==> src/rtl/matrix_result_reader.sv <==
// matrix_result_reader: fetches one packed result word from the shared matrix
// memory after a start request. It then streams the NxN elements in row-major
// order over a valid/ready handshake.
// Optional build macro RESULT_CHECKSUM_EN adds a 16-bit running sum of the
// streamed elements. Without it, checksum is tied to zero.
//
// state    | meaning
// ---------+---------------------------------------------------------------
// S_IDLE   | waiting for start; mem_address holds its last value
// S_ADDR   | base address presented to memory for one cycle
// S_WAIT   | down-counter covers the remaining MEM_LAT-1 read cycles
// S_LOAD   | memory word captured; first element prepared
// S_STREAM | elements presented; one transfer per valid&&ready cycle
// S_DONE   | one-cycle done pulse, then back to idle
module matrix_result_reader #(
    parameter int MEM_LAT = 2,
    parameter int DIM_MAX = 5
) (
    input  logic                             clk,
    input  logic                             reset,
    input  logic                             start,
    input  logic [7:0]                       base_addr,
    input  logic [2:0]                       mat_size,
    output logic [7:0]                       mem_address,
    input  logic [DIM_MAX*DIM_MAX*8-1:0]     mem_data,
    output logic [7:0]                       elem_data,
    output logic [2:0]                       elem_row,
    output logic [2:0]                       elem_col,
    output logic                             elem_valid,
    output logic                             elem_last,
    input  logic                             elem_ready,
    output logic                             busy,
    output logic                             done,
    output logic [15:0]                      checksum
);

    localparam int          WORD_W    = DIM_MAX * DIM_MAX * 8;
    localparam int          OFS_W     = $clog2(WORD_W);
    localparam logic [2:0]  DIM_N     = 3'(DIM_MAX);
    // WAIT exits when the counter reaches zero, so it is loaded with MEM_LAT-2
    localparam logic [1:0]  WAIT_INIT = 2'((MEM_LAT > 1) ? (MEM_LAT - 2) : 0);

    typedef enum logic [2:0] {
        S_IDLE,
        S_ADDR,
        S_WAIT,
        S_LOAD,
        S_STREAM,
        S_DONE
    } state_t;

    state_t              state;
    logic [1:0]          wait_cnt;
    logic [2:0]          n_q;
    logic [2:0]          n_last;
    logic [2:0]          size_clamped;
    logic [2:0]          col_next;
    logic [2:0]          row_next;
    logic [OFS_W-1:0]    elem_ofs;
    logic [7:0]          elem_next;
    logic [WORD_W-1:0]   word_q;
    logic                transfer;

    assign transfer = elem_valid & elem_ready;
    assign n_last   = n_q - 3'd1;

    // Clamp the requested dimension into the supported 2..DIM_MAX range
    always_comb begin
        size_clamped = mat_size;
        if (mat_size < 3'd2) begin
            size_clamped = 3'd2;
        end else if (mat_size > DIM_N) begin
            size_clamped = DIM_N;
        end
    end

    // Next row/column in row-major order and the element it selects from the
    // captured word (packing stride is always DIM_MAX, whatever N is)
    always_comb begin
        col_next = elem_col + 3'd1;
        row_next = elem_row;
        if (elem_col == n_last) begin
            col_next = 3'd0;
            row_next = elem_row + 3'd1;
        end
        elem_ofs  = OFS_W'((32'(row_next) * DIM_MAX + 32'(col_next)) * 8);
        elem_next = word_q[elem_ofs +: 8];
    end

    // Sequencer: fetch, capture, then stream elements with registered outputs
    always_ff @(posedge clk) begin
        if (reset) begin
            state       <= S_IDLE;
            wait_cnt    <= 2'd0;
            n_q         <= 3'd2;
            word_q      <= '0;
            mem_address <= 8'd0;
            elem_data   <= 8'd0;
            elem_row    <= 3'd0;
            elem_col    <= 3'd0;
            elem_valid  <= 1'b0;
            elem_last   <= 1'b0;
            busy        <= 1'b0;
            done        <= 1'b0;
        end else begin
            done <= 1'b0;
            case (state)
                S_IDLE: begin
                    if (start) begin
                        mem_address <= base_addr;
                        n_q         <= size_clamped;
                        busy        <= 1'b1;
                        state       <= S_ADDR;
                    end
                end
                S_ADDR: begin
                    if (MEM_LAT > 1) begin
                        wait_cnt <= WAIT_INIT;
                        state    <= S_WAIT;
                    end else begin
                        state    <= S_LOAD;
                    end
                end
                S_WAIT: begin
                    if (wait_cnt == 2'd0) begin
                        state <= S_LOAD;
                    end else begin
                        wait_cnt <= wait_cnt - 2'd1;
                    end
                end
                S_LOAD: begin
                    // Private copy so later memory writes cannot disturb the stream
                    word_q     <= mem_data;
                    elem_data  <= mem_data[7:0];
                    elem_row   <= 3'd0;
                    elem_col   <= 3'd0;
                    elem_last  <= 1'b0;
                    elem_valid <= 1'b1;
                    state      <= S_STREAM;
                end
                S_STREAM: begin
                    if (transfer) begin
                        if (elem_last) begin
                            elem_valid <= 1'b0;
                            busy       <= 1'b0;
                            done       <= 1'b1;
                            state      <= S_DONE;
                        end else begin
                            elem_col  <= col_next;
                            elem_row  <= row_next;
                            elem_data <= elem_next;
                            elem_last <= (row_next == n_last) && (col_next == n_last);
                        end
                    end
                end
                S_DONE: begin
                    state <= S_IDLE;
                end
                default: begin
                    state <= S_IDLE;
                end
            endcase
        end
    end

`ifdef RESULT_CHECKSUM_EN
    // Running sum of transferred elements, cleared when a new read is accepted
    always_ff @(posedge clk) begin
        if (reset) begin
            checksum <= 16'd0;
        end else if (state == S_IDLE && start) begin
            checksum <= 16'd0;
        end else if (transfer) begin
            checksum <= checksum + {8'd0, elem_data};
        end
    end
`else
    assign checksum = 16'd0;
`endif

endmodule

==> config.mk <==
export PLATFORM = sky130hd
export DESIGN_NAME = matrix_result_reader
export DESIGN_NICKNAME = d
export VERILOG_FILES = /design/src/rtl/matrix_result_reader.sv
export SDC_FILE = /design/constraint.sdc
export NUM_CORES = 1
export LEC_CHECK = 0
export ABC_CLOCK_PERIOD_IN_PS = 5730
export CAP_MARGIN = 10
export CORE_MARGIN = 1
export CORE_UTILIZATION = 50
export DETAILED_ROUTE_END_ITERATION = 12
export PLACE_DENSITY_LB_ADDON = 0.08
export SYNTH_ARGS = -nofsm -noshare
export SYNTH_HDL_FRONTEND = slang
export SYNTH_SLANG_ARGS = --single-unit
export TNS_END_PERCENT = 10
==> constraint.sdc <==
create_clock -name clk -period 5.73 [get_ports clk]
set_clock_uncertainty 0.05 [all_clocks]
set_input_delay 1.4325 -clock clk [delete_from_list [all_inputs] [get_ports clk]]
set_output_delay 1.4325 -clock clk [all_outputs]
set_load 0.005 [all_outputs]
==> results of run 1 <==
==> synthesized netlist by cell type (4+ instances only) <==
master     count
a32oi_1        5
xnor2_1        9
and2_1         5
clkbuf_4       4
a311oi_1       5
mux4_1         6
o21ai_0       19
a222oi_1       5
dfxtp_1      234
o2111ai_1      6
a22oi_1        8
clkbuf_1      83
a21oi_1      246
a221oi_1      11
inv_1          5
buf_1          8
buf_4         23
mux2_2        10
o211ai_1       4
mux2i_1       27
a211oi_1      11
nand3_1       30
xor2_1         4
ha_1          11
nor4_1         5
and3_1         7
o22ai_1        4
nor3_1        14
nand2_1      504
nand4_1        4
nor2_1        51
buf_2          4
==> layout by cell type, fill, tap and decap left out, types with 7 or more instances in the layout <==
master,count
nor2_1,51
dfxtp_1,234
conb_1,16
a221oi_1,11
a21oi_1,246
and3_1,7
a22oi_1,8
buf_4,22
mux2_2,10
a211oi_1,11
clkbuf_16,26
clkdlybuf4s50_1,239
mux2i_1,27
nor3_1,14
nand3_1,30
o21ai_0,19
ha_1,10
nand2_1,503
xnor2_1,8
clkbuf_1,8
==> final timing paths <==
check / from / to
setup / recovery: n_q[0] / elem_data[0]
hold / removal: word_q[87] / word_q[87]
setup reg to reg: n_q[0] / elem_data[0]
hold reg to reg: word_q[87] / word_q[87]
==> state kept, by name, indices dropped and copies added (netlist names) <==
register,cells
word_q,200
n_q,3
busy,1
state,3
elem_valid,1
elem_col,3
elem_data,8
elem_row,3
wait_cnt,2
elem_last,1
mem_address,8
done,1
==> power by group <==
group | internal (mW) | leakage [nW] | switching, mW
Combinational | 0.274 | 2.64 | 0.297
Sequential | 1.70 | 1.89 | 0.0561
Clock | 1.05 | 0.428 | 0.656
==> cell families after synthesis <==
kind of cell,count (synthesis),share of synthesized area [%]
and+or+nand+nor,639,23.7
xor gates and xnor gates,15,1.53
DFF,234,43.2
other,1,0.0345
buffers and inverters,133,6.09
adders and majority gates,12,1.45
muxes,44,5.19
AOI/OAI and AO/OA,350,18.8
==> area by class of cell <==
cell class	instances	area share [%]
Multi-Input combinational cell	1076	39.6
Tap cell	275	2.44
Clock buffer	40	5.40
Clock inverter	5	0.832
Sequential cell	234	33.2
Timing Repair Buffer	264	18.5
Inverter	5	0.133
==> worst min-delay path, stage by stage (launching register included) <==
cell	delay, ps
dfxtp_1	300
nand2_1	50
a21oi_1	50
==> metal layers <==
layer	wire [um]	vias up	global-route usage, %	part of all wire, %
met3	2140	62	3.67	6.4
met1	14300	4874	39.2	43
met2	16100	390	49.3	48
met4	1030	0	10.1	3.1
li1	-	5176	-	-
met5	0	-	0	0
==> metrics by stage <==
step,cells,power [mW]
after floorplan,1443,2.09
after global placement,1854,2.35
after detailed placement,1854,2.36
after CTS,1899,4.06
after global routing,1899,4.19
final,1899,4.03
==> reports/results.txt, run 1 <==
clock buffer depth: 3
Area Overhead vs Synth: 30.2%
vias per cell: 5.53
CP arrival: 5530 ps
Iter 0 DRT Violations: 776
die footprint: 22300 um2
Hold-fix buffers, CTS: 0
I/O pins: 257
cell row count: 53
Syn Inst Count: 1428
Final Critical Period: 5230 ps
ys flop type: dfxtp_1
final hold slack: 400 ps
CP max stage delay: 680 ps
CP Capture Type: register
final instance area: 14100 um2
maxcap violations: 0
post-route clock period utilization: 91.2%
Sink Count: 234
PortBufs: 240
FF+latch area: 4680 um2
critical path class: register to register
GRT Util Overall: 29.5%
final setup margin: 502 ps
gpl congestion: 0.906
Rel. slew slack: 28.6%
cell depth of the worst hold path: 2
fin nets: 1834
H-Tree Depth: 1
Placed Instance Area: 13200 um2
number of global-route vias before repair: 9703
CP Max Fanout: 12
vias post-DR: 10500
Final Hold Fails: 0
Multi-input gate area: 5590 um2
initial core utilization: 51.3%
Chip Height: 149 um
layout cells sized above 1: 5.48%
Die Wd: 149 um
CTS tree: built
first-pass GRT wire length: 51800 um
ant diodes: 0
Core ar.: 21200 um2
unrepaired setup endpoints after global routing: no
slowest cell on the critical path: fa_1
status: completed
DPL Wire Length: 23800 um
LEAKAGE: 4.96 nW
Stages on worst setup path: 18
Post-CTS Setup Repair Bufs: 0
worst slew pin tran: 1070 ps
endpoints failing setup: 0
fin util: 66.8%
top cells by area, synth: dfxtp_1, nand2_1, a21oi_1, clkbuf_1, mux2i_1
critical path buffer and inverter count: 3
Yosys cell types: 69
FFs w/ async S/R, synth: 0%
CTS buffer count: 26
Reg2Reg Setup Slack: 500 ps
Worst setup SP type: register
setup TNS: 0 ps
total wire length: 33500 um
PwrDens: 285 nW/um2
pin count of the biggest net entering global routing: 137
sequential share of the synthesized area: 43.2%
WL/cell: 17.6 um
crit-path cells: inv_1 -> ha_1 -> xor2_1 -> nand2_1 -> or2_2 -> xnor2_1 -> ha_1 -> ha_1 -> fa_1 -> buf_4 -> nor2_1 -> buf_4 -> a221oi_1 -> a21oi_1 -> a221oi_1 -> o21ai_0 -> a221oi_1 -> o32ai_1
CP delay by family, top: adder cells
Post-Syn Area: 10900 um2
syn avg cell area: 7.60 um2
initial antenna violation count: 0
Fillers: 1873
Pre-antenna DRT Iters: 7
DRC: 0
Yosys top cell area share: 43.2%
WP data required: 6040 ps
post-route ant nets: 0
clock-pin transition on the worst setup and hold timing paths: 60 ps
Max Fclk: 191 MHz
worst vdd ir: 0.246 mV
DP Worst Slack: 593 ps
Yosys warnings: 0
Root Buffer: clkbuf_16
register bit count reported by yosys: 234
area leader, netlist: dfxtp_1
min-delay worst type: register to register
total gr overflow: 0
Final Slew Violations: 0
Post-synth EDFFs: 0
clk_lat worst skew: 530 ps
Worst R2R Path Depth: 18
post-cts resize count: 0
Power figures use the tool's default switching activity.
==> inputs of run 2 (changes only) <==
Settings changed: CORE_MARGIN 1 to not set.
==> results of run 2 <==
Same layout as run 1: the final DEF is identical, and so are final timing and power.
==> inputs of run 3 (changes only) <==
Settings changed: MAX_ROUTING_LAYER set to met4.
==> run 3 against run 2 <==
Compared with the run above: worst hold slack better by 0.82 ps; sequential cell count stayed put; critical path depth decreased by 1; routed wire length up 0.71%.
==> reports/results.txt, run 3 (synthesis results as in run 1) <==
pin count of the biggest net entering global routing: 140 (+2.2%)
CTS buffer count: 25 (-3.8%)
CTS tree: built
endpoints failing setup: 0 (unchanged)
LEAKAGE: 4.92 nW (-0.86%)
post-route ant nets: 0 (unchanged)
total gr overflow: 0 (unchanged)
Rel. slew slack: 27.0% (-1.5 points)
commonest non-fill, non-tap cells in the layout: nand2_1, a21oi_1, clkdlybuf4s50_1
crit-path cells: inv_1 -> ha_1 -> xor2_1 -> nand2_1 -> or2_2 -> xnor2_1 -> ha_1 -> ha_1 -> fa_1 -> buf_4 -> nor2_1 -> a222oi_1 -> nand2_1 -> nand3_1 -> a21oi_1 -> a21oi_1 -> a2111oi_2
H-Tree Depth: 1 (unchanged)
Largest regs: word_q x200, elem_data x8, mem_address x8
Iter 0 DRT Violations: 791 (+1.9%)
PwrDens: 276 nW/um2 (-3.3%)
CP Max Fanout: 12 (unchanged)
Fillers: 1842 (-1.7%)
Die Wd: 149 um (unchanged)
WP data required: 6100 ps (+60 ps)
ant diodes: 0 (unchanged)
status: completed
most common cell after layout, fill and taps aside: nand2_1
Chip Height: 149 um (unchanged)
total wire length: 33700 um (+0.71%)
Critical Path Most Common Cell: ha_1
die footprint: 22300 um2 (unchanged)
fin nets: 1834 (unchanged)
slowest cell on the critical path: nor2_1
final setup margin: 516 ps (+14.0 ps)
Core ar.: 21200 um2 (unchanged)
CP arrival: 5590 ps (+60 ps)
initial core utilization: 51.3% (unchanged)
clock buffer depth: 3 (unchanged)
Final Slew Violations: 0 (unchanged)
PortBufs: 240 (unchanged)
layout cells sized above 1: 5.78% (+0.30 points)
Pre-antenna DRT Iters: 8 (+1)
CP max stage delay: 660 ps (-20 ps)
clock-pin transition on the worst setup and hold timing paths: 60 ps (about the same)
worst vdd ir: 0.226 mV (-8.2%)
clk_lat worst skew: 530 ps (about the same)
critical path class: register to register
Root Buffer: clkbuf_16
I/O pins: 257 (unchanged)
worst slew pin tran: 1090 ps (+23.2 ps)
min-delay worst type: register to register
WL/cell: 17.8 um (+0.60%)
setup TNS: 0 ps (unchanged)
Post-CTS Setup Repair Bufs: 0 (unchanged)
GRT Util Overall: 30.7% (+1.1 points)
post-route clock period utilization: 91.0% (-0.24 points)
gpl congestion: 0.943 (+4.1%)
Final Hold Fails: 0 (unchanged)
Worst setup SP type: register
critical path buffer and inverter count: 2 (-1)
Hold-fix buffers, CTS: 0 (unchanged)
CP Capture Type: register
post-cts resize count: 0 (unchanged)
CP delay by family, top: adder cells
DPL Wire Length: 24100 um (+1.5%)
Final Critical Period: 5210 ps (-14.0 ps)
vias per cell: 5.56 (+0.59%)
Area Overhead vs Synth: 29.4%
DRC: 0 (unchanged)
Max Fclk: 192 MHz (+0.27%)
maxcap violations: 0 (unchanged)
initial antenna violation count: 0 (unchanged)
cell row count: 53 (unchanged)
Top reg by flops: word_q
Sink Count: 234 (unchanged)
number of global-route vias before repair: 9831 (+1.3%)
DP Worst Slack: 600 ps (+6.96 ps)
vias post-DR: 10600 (+0.70%)
Largest register FFs: 200 (unchanged)
unrepaired setup endpoints after global routing: no
first-pass GRT wire length: 51800 um (about the same)
run 3: power by group:
part	internal, mW	switching, mW
combinational	0.272	0.294
clock	0.897	0.658
sequential	1.70	0.0562
run 3: final timing paths:
kind / start / to / slack, ps / depth (start not counted)
max reg2reg: n_q[0] / elem_data[4] / 520 / 17
max: n_q[0] / elem_data[4] / 520 / 17
min reg2reg: word_q[171] / word_q[171] / 400 / 2
min: word_q[171] / word_q[171] / 400 / 2
run 3: worst register-to-register path, stage by stage, from the launching register on:
cell and delay, ps:
dfxtp_1 480, inv_1 100, ha_1 370, xor2_1 290
nand2_1 160, or2_2 350, xnor2_1 140, ha_1 300
ha_1 340, fa_1 590, buf_4 240, nor2_1 670
a222oi_1 270, nand2_1 120, nand3_1 80, a21oi_1 160
a21oi_1 70, a2111oi_2 340
run 3: final cells by class:
type	instances	area, um2	share of cell area, %
clock buffers	37	741	5.27
clock inverters	9	60.1	0.428
well taps	275	344	2.45
flip-flops and latches	234	4680	33.4
inverters	5	18.8	0.134
multi-input cells	1076	5590	39.8
repair buffers	265	2600	18.5
run 3: per-stage QoR:
step | instances | total power [mW] | hold slack [ps] | area, um2 | util, %
final | 1901 | 3.88 | 401 | 14000 | 66.4
after floorplan | 1443 | 2.09 | 382 | 10900 | -
after global routing | 1901 | 4.02 | 417 | 14000 | 66.4
after global placement | 1855 | 2.35 | 389 | 13200 | 62.6
after detailed placement | 1855 | 2.35 | 395 | 13200 | 62.6
after CTS | 1901 | 3.90 | 403 | 14000 | 66.4
run 3: per-layer routing:
metal | routed length (um) | track usage (%) | up-vias
met4 | 1440 | 14.1 | 0
met5 | 0 | - | -
met1 | 14200 | 39.1 | 4896
met3 | 2160 | 3.85 | 85
li1 | - | - | 5181
met2 | 16000 | 48.3 | 413
